`src/rtl/fifo_mem.sv`:
```
// Single-clock FIFO over a RAM array with self-managed pointers, occupancy count,
// threshold flags and sticky overflow/underflow flags.
module fifo_mem #(
  parameter int DATA_WIDTH = 8,
  parameter int ADDR_WIDTH = 4,
  parameter int AF_LEVEL   = 12,
  parameter int AE_LEVEL   = 2
) (
  input  logic                  clk,
  input  logic                  rst_n,
  input  logic                  flush,
  input  logic                  clear_err,
  input  logic                  write_en,
  input  logic [DATA_WIDTH-1:0] data_in,
  input  logic                  read_en,
  output logic [DATA_WIDTH-1:0] data_out,
  output logic                  data_valid,
  output logic [ADDR_WIDTH:0]   count,
  output logic                  full,
  output logic                  empty,
  output logic                  almost_full,
  output logic                  almost_empty,
  output logic                  overflow,
  output logic                  underflow
);

  localparam int DEPTH = 2 ** ADDR_WIDTH;
  localparam int CNT_W = ADDR_WIDTH + 1;

  logic [DATA_WIDTH-1:0] mem_r [DEPTH];
  logic [ADDR_WIDTH-1:0] wr_ptr_r;
  logic [ADDR_WIDTH-1:0] rd_ptr_r;
  logic [ADDR_WIDTH-1:0] wr_ptr_nxt_s;
  logic [ADDR_WIDTH-1:0] rd_ptr_nxt_s;
  logic [CNT_W-1:0]      count_r;
  logic [CNT_W-1:0]      count_nxt_s;
  logic [DATA_WIDTH-1:0] data_out_r;
  logic                  data_valid_r;
  logic                  overflow_r;
  logic                  underflow_r;
  logic                  full_s;
  logic                  empty_s;
  logic                  wr_acc_s;
  logic                  rd_acc_s;
  logic                  ovf_set_s;
  logic                  udf_set_s;

  // Flags decode from the count register alone so they never depend on same-cycle requests.
  always_comb begin
    full_s       = (count_r == CNT_W'(DEPTH));
    empty_s      = (count_r == {CNT_W{1'b0}});
    almost_full  = (count_r >= CNT_W'(AF_LEVEL));
    almost_empty = (count_r <= CNT_W'(AE_LEVEL));
  end

  // Accept/reject decisions; flush masks all requests, including error detection.
  always_comb begin
    wr_acc_s  = 1'b0;
    rd_acc_s  = 1'b0;
    ovf_set_s = 1'b0;
    udf_set_s = 1'b0;
    if (flush) begin
      wr_acc_s  = 1'b0;
      rd_acc_s  = 1'b0;
      ovf_set_s = 1'b0;
      udf_set_s = 1'b0;
    end else begin
      wr_acc_s  = write_en && !full_s;
      rd_acc_s  = read_en && !empty_s;
      ovf_set_s = write_en && full_s;
      udf_set_s = read_en && empty_s;
    end
  end

  // Next pointer and occupancy values.
  always_comb begin
    wr_ptr_nxt_s = wr_ptr_r;
    rd_ptr_nxt_s = rd_ptr_r;
    count_nxt_s  = count_r;
    if (flush) begin
      wr_ptr_nxt_s = {ADDR_WIDTH{1'b0}};
      rd_ptr_nxt_s = {ADDR_WIDTH{1'b0}};
      count_nxt_s  = {CNT_W{1'b0}};
    end else begin
      if (wr_acc_s) begin
        wr_ptr_nxt_s = wr_ptr_r + ADDR_WIDTH'(1'b1);
      end else begin
        wr_ptr_nxt_s = wr_ptr_r;
      end
      if (rd_acc_s) begin
        rd_ptr_nxt_s = rd_ptr_r + ADDR_WIDTH'(1'b1);
      end else begin
        rd_ptr_nxt_s = rd_ptr_r;
      end
      case ({wr_acc_s, rd_acc_s})
        2'b10:   count_nxt_s = count_r + CNT_W'(1'b1);
        2'b01:   count_nxt_s = count_r - CNT_W'(1'b1);
        default: count_nxt_s = count_r;
      endcase
    end
  end

  // Control state registers.
  always_ff @(posedge clk or negedge rst_n) begin
    if (!rst_n) begin
      wr_ptr_r <= {ADDR_WIDTH{1'b0}};
      rd_ptr_r <= {ADDR_WIDTH{1'b0}};
      count_r  <= {CNT_W{1'b0}};
    end else begin
      wr_ptr_r <= wr_ptr_nxt_s;
      rd_ptr_r <= rd_ptr_nxt_s;
      count_r  <= count_nxt_s;
    end
  end

  // Storage array; intentionally not reset.
  always_ff @(posedge clk) begin
    if (wr_acc_s) begin
      mem_r[wr_ptr_r] <= data_in;
    end
  end

  // Registered read port; data_out holds when no read is accepted.
  always_ff @(posedge clk or negedge rst_n) begin
    if (!rst_n) begin
      data_out_r   <= {DATA_WIDTH{1'b0}};
      data_valid_r <= 1'b0;
    end else if (rd_acc_s) begin
      data_out_r   <= mem_r[rd_ptr_r];
      data_valid_r <= 1'b1;
    end else begin
      data_valid_r <= 1'b0;
    end
  end

  // Sticky error flags; a new error in the clearing cycle keeps the flag set.
  always_ff @(posedge clk or negedge rst_n) begin
    if (!rst_n) begin
      overflow_r  <= 1'b0;
      underflow_r <= 1'b0;
    end else begin
      overflow_r  <= ovf_set_s || (overflow_r && !clear_err);
      underflow_r <= udf_set_s || (underflow_r && !clear_err);
    end
  end

  assign data_out   = data_out_r;
  assign data_valid = data_valid_r;
  assign count      = count_r;
  assign full       = full_s;
  assign empty      = empty_s;
  assign overflow   = overflow_r;
  assign underflow  = underflow_r;

endmodule
```
`config.mk`:
```
export PLATFORM = sky130hd
export DESIGN_NAME = fifo_mem
export DESIGN_NICKNAME = d
export VERILOG_FILES = /design/src/rtl/fifo_mem.sv
export SDC_FILE = /design/constraint.sdc
export NUM_CORES = 1
export LEC_CHECK = 0
export ABC_AREA = 1
export BUFFER_PORTS_ARGS = -buffer_cell sky130_fd_sc_hd__buf_2
export CAP_MARGIN = 10
export CORE_MARGIN = 3
export CORE_UTILIZATION = 55
export CTS_BUF_LIST = sky130_fd_sc_hd__clkbuf_8
export DETAILED_ROUTE_END_ITERATION = 12
export HOLD_SLACK_MARGIN = 0.12
export MAX_ROUTING_LAYER = met4
export PLACE_DENSITY = 0.77
export SLEW_MARGIN = 30
export SYNTH_ARGS = -nofsm -noshare
export SYNTH_HDL_FRONTEND = slang
export SYNTH_SLANG_ARGS = --single-unit
export TNS_END_PERCENT = 50
```
`constraint.sdc`:
```
create_clock -name clk -period 2 [get_ports clk]
set_input_delay 0.3 -clock clk [delete_from_list [all_inputs] [get_ports clk]]
set_output_delay 0.3 -clock clk [all_outputs]
set_load 0.01 [all_outputs]
```
Yosys cells after proc, flatten, opt, wreduce, memory -nomap -nowiden --
Memory sizes are Yosys's and may differ from the RTL's. A register that Yosys moved wholly into a read port is not among the register bits. Cells that the tools add are included.
Operators by class: multiplexer cells 13, $lt $le $gt $ge 2, reduce and logical (&&, ||, !) cells 16, $add $sub $neg 4, eq/ne operators 3
Operators with widths (count):
- $mux W4 | 4
- $pmux W5 S2 | 1
- $add A4 B1 Y4 const B | 2
- $mux W1 | 7
- $logic_and A1 B1 Y1 | 6
- $add A5 B1 Y5 const B | 1
- $eq A5 B5 Y1 const B | 1
- $ge A5 B4 Y1 const B | 1
- $le A5 B2 Y1 const B | 1
- $logic_not A5 Y1 | 1
- $mux W5 | 1
- $sub A5 B1 Y5 const B | 1
- $logic_not A1 Y1 | 4
- $reduce_bool A2 Y1 | 2
- $reduce_bool A3 Y1 | 1
- $eq A2 B1 Y1 const B | 1
- $eq A2 B2 Y1 const B | 1
- $logic_or A1 B1 Y1 | 2
Storage, ports and cells: RAM bits 128, memories 1, logic and storage cells 45, input port bits 14, bits in registers 16, output and inout port bits 20
Memory list:
- mem_r | words 16, bits a word 8, rd ports 1, clocked after Yosys merged registers in 1, wr ports 1, line 30 | logic [DATA_WIDTH-1:0] mem_r [DEPTH];

Logic depth before layout (Yosys ltp) --
word-level depth 7, gate-level depth with buffers 16, gate-level depth less buffers 16

Worst setup path after synthesis --
Ideal clock, no wire load.
kind reg-to-reg, from register count_r[0] (netlist: count[0]), to register count_r[4] (netlist: count[4]), setup time 0.117 ns, period minus slack after synthesis 1.817 ns, cell stages (with the launch flop) 15, slack 0.183 ns, data required time 1.883 ns, path buffers 0, data arrival time 1.700 ns, cells stage by stage dfrtp_1 > nor2_2 > nand3_2 > nand2_2 > inv_4 > nand2_8 > inv_4 > ha_1 > nand4_1 > nand2_1 > inv_1 > nand2_1 > nand2_1 > nand3_1 > nand2_1
On the way: longest elaborated chain between the ends 7, elaborated cells between the ends (all ways) 15, classes of those cells 2 x add/sub; 3 x eq/ne; 4 x mux; 6 x reduce/logical
Ends and longest elaborated chain:
- start: declaration | line 35 | logic [CNT_W-1:0] count_r;
- start signal: assignment | line 108 | count_r <= {CNT_W{1'b0}};
- start signal: assignment | line 112 | count_r <= count_nxt_s;
- $eq A5 B5 Y1 / $logic_not A5 Y1 (equally long branches) | line 50, 51
- $logic_not A1 Y1 (on tied branches) | line 68, 69
- $logic_and A1 B1 Y1 (on tied branches) | line 68, 69
- $mux W1 | line 62 | if (flush) begin
- $eq A2 B1 Y1 / $eq A2 B2 Y1 (equally long branches) | line 95 | case ({wr_acc_s, rd_acc_s})
- $pmux W5 S2 | line 95
- $mux W5 | line 80 | if (flush) begin
Parallel ways exist; a longest one is shown, timed or not. A chain may end at the register's enable or synchronous reset.

Worst setup path in the final report --
from register count_r[2] (netlist: count[2]), to register count_r[4] (netlist: count[4])
The elaborated chain is that of the path after synthesis.

==> impl_results.md <==
- Width of the die: 113 um
- DRC viols: 0
- Synth top area cells: edfxtp_1 (61%), dfrtp_1 (9.5%), nor2_1 (5.9%), o21ai_0 (5.4%), o221ai_1 (2.8%)
- Vias: 4,358
- Fmax: 517 MHz
- CP Class: reg -> reg
- Initial antenna violation count: 0
- Yosys top cell area share: 60.7%
- Hold depth: 3
- Net Count, Synth: 534
- First-pass GRT wire length: ~22,000 um
- Slew headroom: between 60% and 70%
- Ys flop type: edfxtp_1
- Area Growth Syn to Fin: 14.1%
- DRT Wirelength: 14,200 um
- Final ANT Viol Nets: 0
- Syn Area/Cell: 12.4 sq um
- Critical Path RT: 2340 ps
- Final Wtd Congestion: 0.880
- Fin. max-slew vios: 0
- Synth cell types: 29
- Hold_ws: 156 ps
- Vias per cell: just under 6
- Initial DRC count: 485
- Status: finished clean
- Power Dens Cells: 1130 nW/um^2
- HPWL after detailed placement: 9220 um
- Sink Count: 152
- Critical path endpoint category: flop
- Lkg Pwr: approximately 2.6 nW
- Reg2reg path depth: 15
- Vias in the first global route: 4,244
- Clock skew: 8.39 ps
- Setup total negative slack: 0 ps
- Cell count after synthesis: 513
- Nets: 600
- Hold WC Path Type: in -> reg
- Clock Path Buffers: 2
- Initial Util: 57.5%
- Clk root buf: clkbuf_8
- DR WL/cell: 19.5 um
- PortBufs: 33
- Worst-path clk slew: roughly 80 ps
- Max cap viols: 0
- Final hold violation count: 0
- CTS H-tree lvls: 4
- CTS tree: done
- FFs w/ async S/R, synth: approximately 16%
- DIE AREA: 12,800 sq um
- I/O Pins: 34
- EDFF count, synth: 128
- Number of synthesized register bits: approximately 150
- CP arrival: 2270 ps
- Clk_lat worst skew: 440 ps
- Pre-antenna DRT Iters: 6
- Cell Rows: 38
- Post-synthesis sequential area ratio: 70.1%
- Setup-failing EPs final: 0
- Die height: 113 um
- Yosys warnings: 0
- Post-route cell area: about 7200 sq um
- Total grt overflow: 0
- CTS Buf Count: 17
- Largest net degree at the start of global routing: 51
- Total track usage: a little under a quarter
- Crit-path max FO: 5
- Cell taking the most area after synthesis: edfxtp_1
- ANT cells: 0
- Layout cells sized above 1: 21.2%
- Netlist Area Pre-Place: 6340 sq um
- Period utilisation layout: between 90% and 100%
- Placed Area: approximately 6800 sq um
- CP Launch Type: flop
- Final worst path period need: 1940 ps
- IR drop worst, VDD: between 700 and 800 uV
- PnR Total Power: roughly 8 mW
- Core area: 11,000 sq um
- Worst Tran Pin Value: 564 ps
==> metrics by stage <==
step                      std cells  util (%)  setup slack, ps
after floorplan                 513         -              183
after global placement          692      61.3              179
after detailed placement        692      61.3             12.1
after CTS                       725      64.6             1.14
after global routing            731      65.5            -35.4
final                           731      65.5             64.7
==> final timing paths <==
kind | start | end | slack (ps)
min reg2reg | underflow | underflow | 540
max in group asynchronous | rst_n | rd_ptr_r[0] | 1210
max | count[2] | count[4] | 60
max reg2reg | count[2] | count[4] | 60
min | write_en | wr_ptr_r[2] | 160
min in group asynchronous | rst_n | underflow | 380
==> registers in the layout, summed over array words and instances (netlist names) <==
signal and cells:
wr_ptr_r 4, data_valid 1, count 5, mem_r 128, rd_ptr_r 4, data_out 8
overflow 1, underflow 1
==> routing by layer <==
metal,vias to the layer above,GRT usage (%),part of all wire [%]
li1,1991,-,-
met3,38,4.49,7.7
met4,0,9.94,2.7
met1,2116,29.7,41
met2,213,37.4,49
met5,-,-,0
==> placed cells by master, fill, tap and decap left out <==
cell type      netlist  layout
nand3_4              0       2
clkbuf_8             0      17
bufinv_16            0       1
nand2_4              2       2
inv_6                0       1
nand4_1              1       1
o211ai_1            12      12
nor2_4               1       4
buf_12               0       1
xor2_1               2       2
nor3_1               2       2
o221ai_1            20      20
ha_4                 0       1
inv_4                2       2
clkinv_2             0       1
nor2_1              99      98
dlygate4sd3_1        0       2
inv_1               22      22
o21ai_1             12      12
dfrtp_2              0       4
nand3_2              3       2
o22ai_1              8       8
a21oi_1              5       5
nand3_1             14      13
nand2_2              3       3
clkinvlp_4           0       7
inv_2                3       4
nor2_2               3       1
buf_2               11      33
nand2_8              1       1
clkinv_1             1       4
o21ai_0             69      69
a31oi_1              8       8
nand2_1             34      34
dfrtp_1             24      20
edfxtp_1           128     128
ha_1                 7       6
buf_4                0      38
==> cell usage after synthesis (5+ instances only) <==
| library cell | count |
|---|---|
| a21oi_1 | 5 |
| a31oi_1 | 8 |
| buf_2 | 11 |
| buf_6 | 8 |
| clkbuf_1 | 8 |
| dfrtp_1 | 24 |
| edfxtp_1 | 128 |
| ha_1 | 7 |
| inv_1 | 22 |
| nand2_1 | 34 |
| nand3_1 | 14 |
| nor2_1 | 99 |
| o211ai_1 | 12 |
| o21ai_0 | 69 |
| o21ai_1 | 12 |
| o221ai_1 | 20 |
| o22ai_1 | 8 |
==> power breakdown <==
part | switching (mW) | internal [mW]
Clock | 1.09 | 0.954
Combinational | 1.48 | 0.834
Sequential | 0.153 | 3.63
Total | 2.72 | 5.42
==> worst max-delay path, cell delays in order (launching register included) <==
cell and delay [ps]:
dfrtp_2 460, nor2_4 200, nand3_4 120, nand2_4 140
nand2_8 80, nand2_1 60, nand2_1 60, inv_1 60
ha_1 150, inv_1 50, nand2_2 100, nand3_2 90
nand2_1 70, nand2_1 50, nand3_1 70, nand2_1 50
==> cell type report <==
type,count,area [sq um]
sequential,152,4450
fill,810,3800
multi-input combinational,306,1660
timing repair buffer,74,490
clock buffer,17,234
tap,140,175
clock inverter,14,111
inverter,28,110
==> kinds of logic (layout without fill, tap and decap cells) <==
logic type / after synthesis / count (layout) / synth area share (%)
AOI/OAI and AO/OA: 134 / 134 / 12.6
and+or+nand+nor: 163 / 163 / 11.2
DFF: 152 / 152 / 70.1
adders and majority gates: 7 / 7 / 1.38
buffers and inverters: 55 / 133 / 4.50
xor gates and xnor gates: 2 / 2 / 0.276
==> timing repair <==
item / 4_1_cts / 5_1_grt
buffers inserted: 0 / 6
hold endpoints to repair: 26 / 0
resized for setup: 0 / 12
hold buffers: 2 / 0
endpoints found under the setup margin: 0 / 2
No activity file was read; power rests on OpenSTA's default activity.
